===== config.mk =====
export PLATFORM = sky130hd
export DESIGN_NAME = traffic_arbiter
export DESIGN_NICKNAME = d
export VERILOG_FILES = /design/src/rtl/traffic_arbiter.sv
export SDC_FILE = /design/constraint.sdc
export NUM_CORES = 1
export LEC_CHECK = 0
export CAP_MARGIN = 20
export CORE_ASPECT_RATIO = 1.75
export CORE_MARGIN = 1.5
export CORE_UTILIZATION = 60
export CTS_CLUSTER_SIZE = 10
export DETAILED_ROUTE_END_ITERATION = 16
export MAX_ROUTING_LAYER = met4
export PLACE_DENSITY = 0.9
export SLEW_MARGIN = 20
export SYNTH_ARGS = -nofsm -noshare
export SYNTH_HDL_FRONTEND = slang
export SYNTH_SLANG_ARGS = --single-unit

===== constraint.sdc =====
create_clock -name clk -period 15.9 [get_ports clk]
set_input_delay 2.385 -clock clk [delete_from_list [all_inputs] [get_ports clk]]
set_output_delay 2.385 -clock clk [all_outputs]
set_load 0.02 [all_outputs]

===== src/rtl/traffic_arbiter.sv =====
// traffic_arbiter
//   Grants one of five traffic signals (Mid, L, R, T, D) access to a shared
//   TrafficSystem. Emergency levels outrank everything; otherwise the highest
//   priority requester wins, with round-robin tie breaking. Every grant is
//   followed by one all-red CLEAR cycle.
// Ports
//   clk          rising-edge clock
//   rst_n        synchronous active-low reset
//   req[4:0]     per-signal request (0 Mid, 1 L, 2 R, 3 T, 4 D)
//   prio[19:0]   4-bit priority per signal, signal i at [4i+3:4i]
//   emer[19:0]   4-bit emergency level per signal, nonzero = emergency
//   act[4:0]     one-hot grant, zero when nothing is granted
//   grant_id     granted index, 7 when act is zero
//   emer_active  current grant is an emergency grant
//   busy         FSM is not in IDLE
module traffic_arbiter #(
  parameter int GREEN_MIN = 8,
  parameter int GREEN_MAX = 32,
  parameter int EMER_HOLD = 16
) (
  input  logic        clk,
  input  logic        rst_n,
  input  logic [4:0]  req,
  input  logic [19:0] prio,
  input  logic [19:0] emer,
  output logic [4:0]  act,
  output logic [2:0]  grant_id,
  output logic        emer_active,
  output logic        busy
);

  typedef enum logic [1:0] {IDLE, ARB, HOLD, CLEAR} state_e;

  state_e      state_q, state_d;
  logic [4:0]  act_q, act_d;
  logic [2:0]  grant_id_q, grant_id_d;
  logic        emer_active_q, emer_active_d;
  logic [5:0]  cnt_q, cnt_d;
  logic [5:0]  elapsed_q, elapsed_d;
  logic [2:0]  rr_ptr_q, rr_ptr_d;

  // selection results
  logic        emer_any;
  logic [3:0]  e_best;
  logic [2:0]  e_win;
  logic        n_found;
  logic [3:0]  n_best;
  logic [2:0]  n_win;
  logic [2:0]  n_idx;
  logic [2:0]  win_id;
  logic [6:0]  norm_sum;
  logic [5:0]  norm_len;
  logic        req_held;
  logic        release_now;

  function automatic logic [2:0] wrap5(input logic [3:0] v);
    return (v >= 4'd5) ? 3'(v - 4'd5) : v[2:0];
  endfunction

  // Candidate selection. Emergency: strict '>' scanning upward keeps the
  // lowest index on ties. Normal: scanning from rr_ptr with strict '>' gives
  // the first tied index at or after rr_ptr.
  always_comb begin
    emer_any = |emer;
    e_best   = '0;
    e_win    = '0;
    for (int i = 0; i < 5; i++) begin
      if (emer[4*i +: 4] > e_best) begin
        e_best = emer[4*i +: 4];
        e_win  = 3'(i);
      end
    end
    n_found = 1'b0;
    n_best  = '0;
    n_win   = '0;
    n_idx   = '0;
    for (int k = 0; k < 5; k++) begin
      n_idx = wrap5({1'b0, rr_ptr_q} + 4'(k));
      if (req[n_idx] && (!n_found || prio[4*int'(n_idx) +: 4] > n_best)) begin
        n_found = 1'b1;
        n_best  = prio[4*int'(n_idx) +: 4];
        n_win   = n_idx;
      end
    end
    win_id   = emer_any ? e_win : n_win;
    norm_sum = 7'(GREEN_MIN) + {2'b00, n_best, 1'b0};
    norm_len = (norm_sum > 7'(GREEN_MAX)) ? 6'(GREEN_MAX) : norm_sum[5:0];
  end

  // Held grant's request bit, read through act so grant_id=7 never indexes.
  assign req_held = |(req & act_q);

  // Normal grants end early on preemption or on a post-minimum release.
  assign release_now = !emer_active_q &&
                       (emer_any || (!req_held && elapsed_q >= 6'(GREEN_MIN)));

  // State register
  always_ff @(posedge clk) begin
    if (!rst_n) state_q <= IDLE;
    else        state_q <= state_d;
  end

  // Next-state logic
  always_comb begin
    state_d = state_q;
    case (state_q)
      IDLE:    if (|req || emer_any) state_d = ARB;
      ARB:     state_d = (emer_any || n_found) ? HOLD : IDLE;
      HOLD:    if (cnt_q == 6'd1 || release_now) state_d = CLEAR;
      CLEAR:   state_d = IDLE;
      default: state_d = IDLE;
    endcase
  end

  // Grant / counter datapath
  always_comb begin
    act_d         = act_q;
    grant_id_d    = grant_id_q;
    emer_active_d = emer_active_q;
    cnt_d         = cnt_q;
    elapsed_d     = elapsed_q;
    rr_ptr_d      = rr_ptr_q;
    case (state_q)
      ARB: begin
        if (emer_any || n_found) begin
          act_d         = 5'd1 << win_id;
          grant_id_d    = win_id;
          emer_active_d = emer_any;
          cnt_d         = emer_any ? 6'(EMER_HOLD) : norm_len;
          elapsed_d     = 6'd1;
          if (!emer_any) rr_ptr_d = wrap5({1'b0, n_win} + 4'd1);
        end
      end
      HOLD: begin
        if (state_d == CLEAR) begin
          act_d         = '0;
          grant_id_d    = 3'd7;
          emer_active_d = 1'b0;
          cnt_d         = '0;
          elapsed_d     = '0;
        end else begin
          cnt_d     = cnt_q - 6'd1;
          elapsed_d = elapsed_q + 6'd1;
        end
      end
      default: ;
    endcase
  end

  always_ff @(posedge clk) begin
    if (!rst_n) begin
      act_q         <= '0;
      grant_id_q    <= 3'd7;
      emer_active_q <= 1'b0;
      cnt_q         <= '0;
      elapsed_q     <= '0;
      rr_ptr_q      <= '0;
    end else begin
      act_q         <= act_d;
      grant_id_q    <= grant_id_d;
      emer_active_q <= emer_active_d;
      cnt_q         <= cnt_d;
      elapsed_q     <= elapsed_d;
      rr_ptr_q      <= rr_ptr_d;
    end
  end

  // Outputs
  always_comb begin
    act         = act_q;
    grant_id    = grant_id_q;
    emer_active = emer_active_q;
    busy        = (state_q != IDLE);
  end

endmodule


==> results by group, run 1 <==
Synthesis
  – Mapped Nets: 674
  – Number of flops mapped to enable cells by yosys: 0
  – Flops & latches, synth: 26
  – Yosys warns: 0
  – Ys async rst share: 0
  – Register area share after synthesis: 0.111
  – Yosys cell types: 92
  – Post-synthesis area per instance: 8.20 um2
  – Syn Inst Count: 574
  – Post-Syn Area: 4710 um2
  – Ys flop type: dfxtp_1

Routing
  – DR DRC count: 0
  – ANT nets after route: 0
  – Drt pass-1 iters: 6
  – Drt wl/cell: 20.6 um
  – Routed vias: 5069
  – Final wirelength: 14400 um
  – Post-DR vias/cell: 7.23
  – Violation count after the first detailed-route iteration: 674

STA
  – Final WS setup: 4.51 ns
  – Slew @ Worst Pin: 0.813 ns
  – Period utilisation layout: 0.716
  – Slew headroom: 0.454
  – Setup_tns: 0 ns
  – Post-Route Skew: 0.00210 ns
  – Final setup violating endpoints: 0
  – Tmin final: 11.39 ns
  – Hold Violations, Final: 0
  – Unrepaired setup endpoints after global routing: no
  – Max Fclk: 87.8 MHz
  – Fin. max-slew vios: 0

Clock network
  – Inserted Clock Buffers: 3
  – CTS tree: built
  – CTS resizes: 0
  – Setup Buffers After CTS: 0
  – Sink Count: 26
  – H-tree depth: 1
  – Post-CTS Hold Buffers: 0
  – Clock transition at the registers of the reported paths: 0.06 ns
  – Worst-skew pair later-pin latency: 0.26 ns
  – Clk buf depth: 2
  – CTS root buf: clkbuf_16

Worst setup path
  – Reg2Reg Setup Slack: 4.86 ns
  – Setup crit end kind: flip-flop
  – Crit path max-delay family: compound AO/OA/AOI/OAI gates
  – Critical Path RT: 16.10 ns
  – Crit path max fanout: 10
  – Critical path class: input port to flip-flop
  – WP buf/inv: 3
  – Slowest stage cell, crit path: clkdlybuf4s50_1
  – Top cell by count, worst path: o21a_1
  – Startpoint types: input port
  – Max stage delay on crit path: 0.71 ns
  – Critical Path AT: 11.59 ns
  – CP startpoint: req[0]
  – RR Startpoint: rr_ptr_q[1]$_SDFFE_PN0P_

Pwr
  – PD cells: 79.0 nW/um2
  – Leak: 2.22 nW
  – Maximum VDD drop: 0.0000972 V

Layout
  – Commonest non-fill, non-tap cell in the layout: clkdlybuf4s50_1
  – Register area: 520 um2
  – Nets: 715
  – Multi-input gate area: 3910 um2
  – Most frequent cells in the layout: 56 x clkdlybuf4s50_1, 52 x ha_1, 44 x nand2_1, 39 x inv_1
  – N_diodes: 0
  – Fraction of layout cells with a size suffix above 1: 0.0962
  – Fill cell count: 603
  – Area delta synth->final: 13.3%

Place
  – Pre-CTS WS: 4.41 ns
  – DP HPWL: 11500 um
  – I/O Buffers: 56
  – Gpl congestion: 0.971

Floorplan
  – Core footprint: 7570 um2
  – Die area: 8410 um2
  – Chip height: 120 um
  – Initial core utilization: 0.622
  – Row cnt: 42
  – Num ports: 57
  – Die Wd: 70.0 um

Status
  – Status: finished, final reports clean

Global routing
  – Pin count of the biggest net entering global routing: 37
  – First-pass GRT wire length: 23400 um
  – Vias in the first global route: 5030
  – Overall routing resource usage: 0.346
  – Initial antenna violation count: 0
  – Gr ovfl total: 0

Hold path
  – Min-delay src: grant_id[2]$_SDFFE_PN1P_
  – Class of the worst hold path: flip-flop to flip-flop

Run
  – Max-Cap Viols: 0
## registers in the layout (all words and copies together), names as in the netlist
register / count
cnt_q: 6
elapsed_q: 6
act: 5
grant_id: 3
rr_ptr_q: 3
state_q: 2
emer_active: 1
## layout make-up
class,instances,share of cell area
Multi-Input combinational cell,487,0.732
Tap cell,88,0.0206
Timing Repair Buffer,58,0.108
Sequential cell,26,0.0976
Clock buffer,3,0.0141
Inverter,39,0.0274
## routing by layer
layer,up-vias,GRT usage,share of wire,wire length (um)
li1,2298,-,-,-
met1,2356,0.349,0.35,4980
met2,322,0.620,0.53,7590
met3,93,0.0392,0.061,887
met4,0,0.228,0.068,983
met5,-,-,0,0
## cells by family (layout without fill, tap and decap cells)
logic type,after synthesis,in the layout,share of synthesized area
fa+ha+maj,53,53,0.142
compound gates,199,199,0.324
xor+xnor,10,10,0.0258
buf+inv,61,100,0.0595
simple gates,183,183,0.205
mux,42,42,0.133
flops,26,26,0.111
## per-stage QoR
step	cells	area, um2	hold WS (ns)	power [W]	util
4_1_cts	701	5330	0.499	0.000417	0.705
3_5_place_dp	698	5260	0.483	0.000360	0.695
5_1_grt	701	5330	0.515	0.000449	0.705
6_report	701	5330	0.491	0.000421	0.705
3_3_place_gp	698	5260	0.479	0.000347	0.695
2_1_floorplan	574	4710	0.458	0.000279	-
## tightest hold or removal path, cell delays in order (launching register included)
cell and delay (ns):
dfxtp_1 0.34, nor2_1 0.05, nor2_1 0.07
## synth_stat cells, types with 4 or more instances
| cell | instances | share of area |
|---|---|---|
| a31oi_1 | 4 | 0.0053 |
| nand2b_1 | 12 | 0.016 |
| mux4_2 | 12 | 0.057 |
| nor2b_1 | 16 | 0.021 |
| a21o_1 | 9 | 0.014 |
| a22oi_1 | 14 | 0.022 |
| a211oi_1 | 5 | 0.0080 |
| dfxtp_1 | 26 | 0.11 |
| clkbuf_1 | 9 | 0.0072 |
| o21a_1 | 13 | 0.021 |
| nor3b_1 | 5 | 0.0080 |
| xor2_1 | 4 | 0.0074 |
| a21oi_2 | 5 | 0.0093 |
| or3_1 | 6 | 0.0080 |
| mux2i_1 | 21 | 0.045 |
| buf_6 | 5 | 0.012 |
| inv_1 | 39 | 0.031 |
| nand2_1 | 44 | 0.035 |
| o22ai_1 | 5 | 0.0066 |
| nor2_1 | 30 | 0.024 |
| buf_2 | 4 | 0.0043 |
| a21oi_1 | 34 | 0.036 |
| o21ai_1 | 4 | 0.0043 |
| ha_1 | 52 | 0.14 |
| nor4_1 | 5 | 0.0066 |
| nand3_1 | 19 | 0.020 |
| a211o_1 | 8 | 0.015 |
| o21ai_0 | 34 | 0.036 |
| and2_1 | 5 | 0.0066 |
| a22o_1 | 9 | 0.017 |
| mux2_2 | 6 | 0.014 |
| nor3_1 | 13 | 0.014 |
| nand3b_1 | 6 | 0.0096 |
| nand4_1 | 8 | 0.011 |
| a41o_1 | 4 | 0.0085 |
## final timing paths
path	end	cells past startpoint
max	rr_ptr_q[1]$_SDFFE_PN0P_	43
min	grant_id[2]$_SDFFE_PN1P_	2
max reg2reg	rr_ptr_q[1]$_SDFFE_PN0P_	44
min reg2reg	grant_id[2]$_SDFFE_PN1P_	2
## power breakdown
group / switching, W / total (W) / internal [W]
logic: 0.000158 / 0.000272 / 0.000113
clock network: 0.0000219 / 0.0000552 / 0.0000333
registers: 0.0000133 / 0.0000941 / 0.0000808
total: 0.000194 / 0.000421 / 0.000228
No activity file was read; power rests on OpenSTA's default activity.
==> inputs of run 2 (changes only) <==
Settings changed: CORE_UTILIZATION 60 to 58, PLACE_DENSITY 0.9 to 0.88.
Clock period 15.9 ns to 11.3 ns, I/O delays scaled along.
==> run 2 against run 1 <==
Effect of this change:
- wire length down 0.60%
- sequential power up 41%
- combinational power up 41%
- register-to-register slack worse by 4.3 ns
- count of clock-buffer cells in the layout up 1
- largest power group unchanged
==> results by group, run 2 (synthesis gave the netlist of run 1 again) <==
Status
  – Status: finished, final reports clean

Worst setup path
  – Startpoint types: flip-flop
  – Critical path class: flip-flop to flip-flop
  – Max stage delay on crit path: 0.74 ns (+0.03 ns)
  – Critical Path RT: 11.50 ns (-4.60 ns)
  – Setup crit end kind: flip-flop
  – Slowest stage cell, crit path: dfxtp_1
  – RR Startpoint: rr_ptr_q[1]$_SDFFE_PN0P_
  – CP startpoint: rr_ptr_q[1]$_SDFFE_PN0P_
  – Crit path max fanout: 15 (+5)
  – Critical Path AT: 10.96 ns (-0.63 ns)

Pwr
  – PD cells: 112 nW/um2 (+42%)
  – Total power: 0.000601 W (+43%)
  – Leak: 2.23 nW (+0.63%)
  – Maximum VDD drop: 0.000168 V (+73%)

STA
  – Max Fclk: 92.9 MHz
  – Final setup violating endpoints: 0 (unchanged)
  – Period utilisation layout: 0.952
  – Setup_tns: 0 ns (unchanged)
  – Hold Violations, Final: 0 (unchanged)
  – Fin. max-slew vios: 0 (unchanged)
  – Post-Route Skew: 0.00613 ns (+0.00404 ns)
  – Unrepaired setup endpoints after global routing: no
  – Slew headroom: 0.358 (-0.0959)
  – Slew @ Worst Pin: 0.936 ns (+0.123 ns)
  – Tmin final: 10.76 ns

Clock network
  – Post-CTS Hold Buffers: 0 (unchanged)
  – CTS resizes: 0 (unchanged)
  – Worst-skew pair later-pin latency: 0.26 ns (about the same)
  – CTS tree: built
  – Setup Buffers After CTS: 0 (unchanged)
  – Sink Count: 26 (unchanged)
  – Clk buf depth: 2 (unchanged)
  – Clock transition at the registers of the reported paths: 0.07 ns (about the same)
  – H-tree depth: 1 (unchanged)
  – CTS root buf: clkbuf_16
  – Inserted Clock Buffers: 3 (unchanged)

Hold path
  – Class of the worst hold path: flip-flop to flip-flop
  – Min-delay src: grant_id[2]$_SDFFE_PN1P_

Layout
  – Commonest non-fill, non-tap cell in the layout: clkdlybuf4s50_1
  – N_diodes: 0 (unchanged)
  – Fill cell count: 632 (+4.8%)
  – Area delta synth->final: 13.8%
  – Nets: 716 (+0.14%)
  – Most frequent cells in the layout: 56 x clkdlybuf4s50_1, 52 x ha_1, 44 x nand2_1, 39 x inv_1
  – Fraction of layout cells with a size suffix above 1: 0.0992 (+0.00294)

Global routing
  – Initial antenna violation count: 0 (unchanged)
  – Overall routing resource usage: 0.335 (-0.0106)
  – Gr ovfl total: 0 (unchanged)
  – Pin count of the biggest net entering global routing: 34 (-8.1%)
  – Vias in the first global route: 4920 (-2.2%)
  – First-pass GRT wire length: 23200 um (-0.74%)

Routing
  – Drt pass-1 iters: 6 (unchanged)
  – ANT nets after route: 0 (unchanged)
  – Post-DR vias/cell: 7.04 (-2.7%)
  – DR DRC count: 0 (unchanged)
  – Routed vias: 4962 (-2.1%)
  – Violation count after the first detailed-route iteration: 536 (-20%)
  – Drt wl/cell: 20.4 um (-1.2%)
  – Final wirelength: 14400 um (-0.60%)

Place
  – Gpl congestion: 0.961 (-1.1%)
  – DP HPWL: 11500 um (about the same)
  – I/O Buffers: 56 (unchanged)

Floorplan
  – Chip height: 122 um (+1.7%)
  – Die Wd: 71.1 um (+1.6%)
  – Core footprint: 7910 um2 (+4.5%)
  – Row cnt: 43 (+2.4%)
  – Initial core utilization: 0.595 (-0.0269)
  – Num ports: 57 (unchanged)
  – Die area: 8690 um2 (+3.3%)

Run
  – Max-Cap Viols: 0 (unchanged)
## run 2: changes by cell type in the layout (fill, tap and decap cells not counted)
cell	previous run	this run
clkbuf_8	0	1
buf_4	2	3
## run 2: final timing paths
| kind | to | slack [ns] | cells after the start |
|---|---|---|---|
| setup / recovery | rr_ptr_q[1]$_SDFFE_PN0P_ | 0.54 | 43 |
| hold reg to reg | grant_id[2]$_SDFFE_PN1P_ | 0.50 | 2 |
| hold / removal | grant_id[2]$_SDFFE_PN1P_ | 0.50 | 2 |
| setup reg to reg | rr_ptr_q[1]$_SDFFE_PN0P_ | 0.54 | 43 |
## run 2: area by class of cell
class,instances,area (um2),share of cell area
clock buffer,4,88.8,0.0166
multi-input combinational,487,3910,0.729
tap,90,113,0.0210
sequential,26,520,0.0972
inverter,39,146,0.0273
timing repair buffer,59,583,0.109
## run 2: worst max-delay path: cells and delay by family (launching register included)
family,cells,cell delay [ns]
AND/OR/NAND/NOR,13,2.44
adder cells (fa/ha/maj),6,2.10
multiplexers,2,0.98
buffers and inverters,1,0.08
AO/OA/AOI/OAI,21,4.34
flip-flops,1,0.74
## run 2: through the flow
stage / setup WS, ns / cell area, um2 / utilization / hold slack (ns) / cells
global placement: 0.888 / 5270 / 0.666 / 0.476 / 701
detailed placement: 0.491 / 5270 / 0.666 / 0.482 / 701
finish: 0.537 / 5360 / 0.677 / 0.500 / 705
CTS: 0.698 / 5360 / 0.677 / 0.501 / 705
floorplan: 1.82 / 4710 / - / 0.458 / 574
global route: 0.0104 / 5360 / 0.677 / 0.524 / 705
## run 2: report_power, final
group          switching, W  total (W)  internal, W
clock             0.0000309  0.0000850    0.0000541
sequential        0.0000191   0.000133     0.000114
combinational      0.000223   0.000383     0.000159
total              0.000273   0.000601     0.000327
## run 2: layer usage
layer  global-route usage  share of wire  vias up
li1                     -              -     2294
met1                0.337           0.35     2341
met2                0.628           0.54      257
met3               0.0281          0.047       70
met4                0.177          0.061        0
met5                    -              0        -
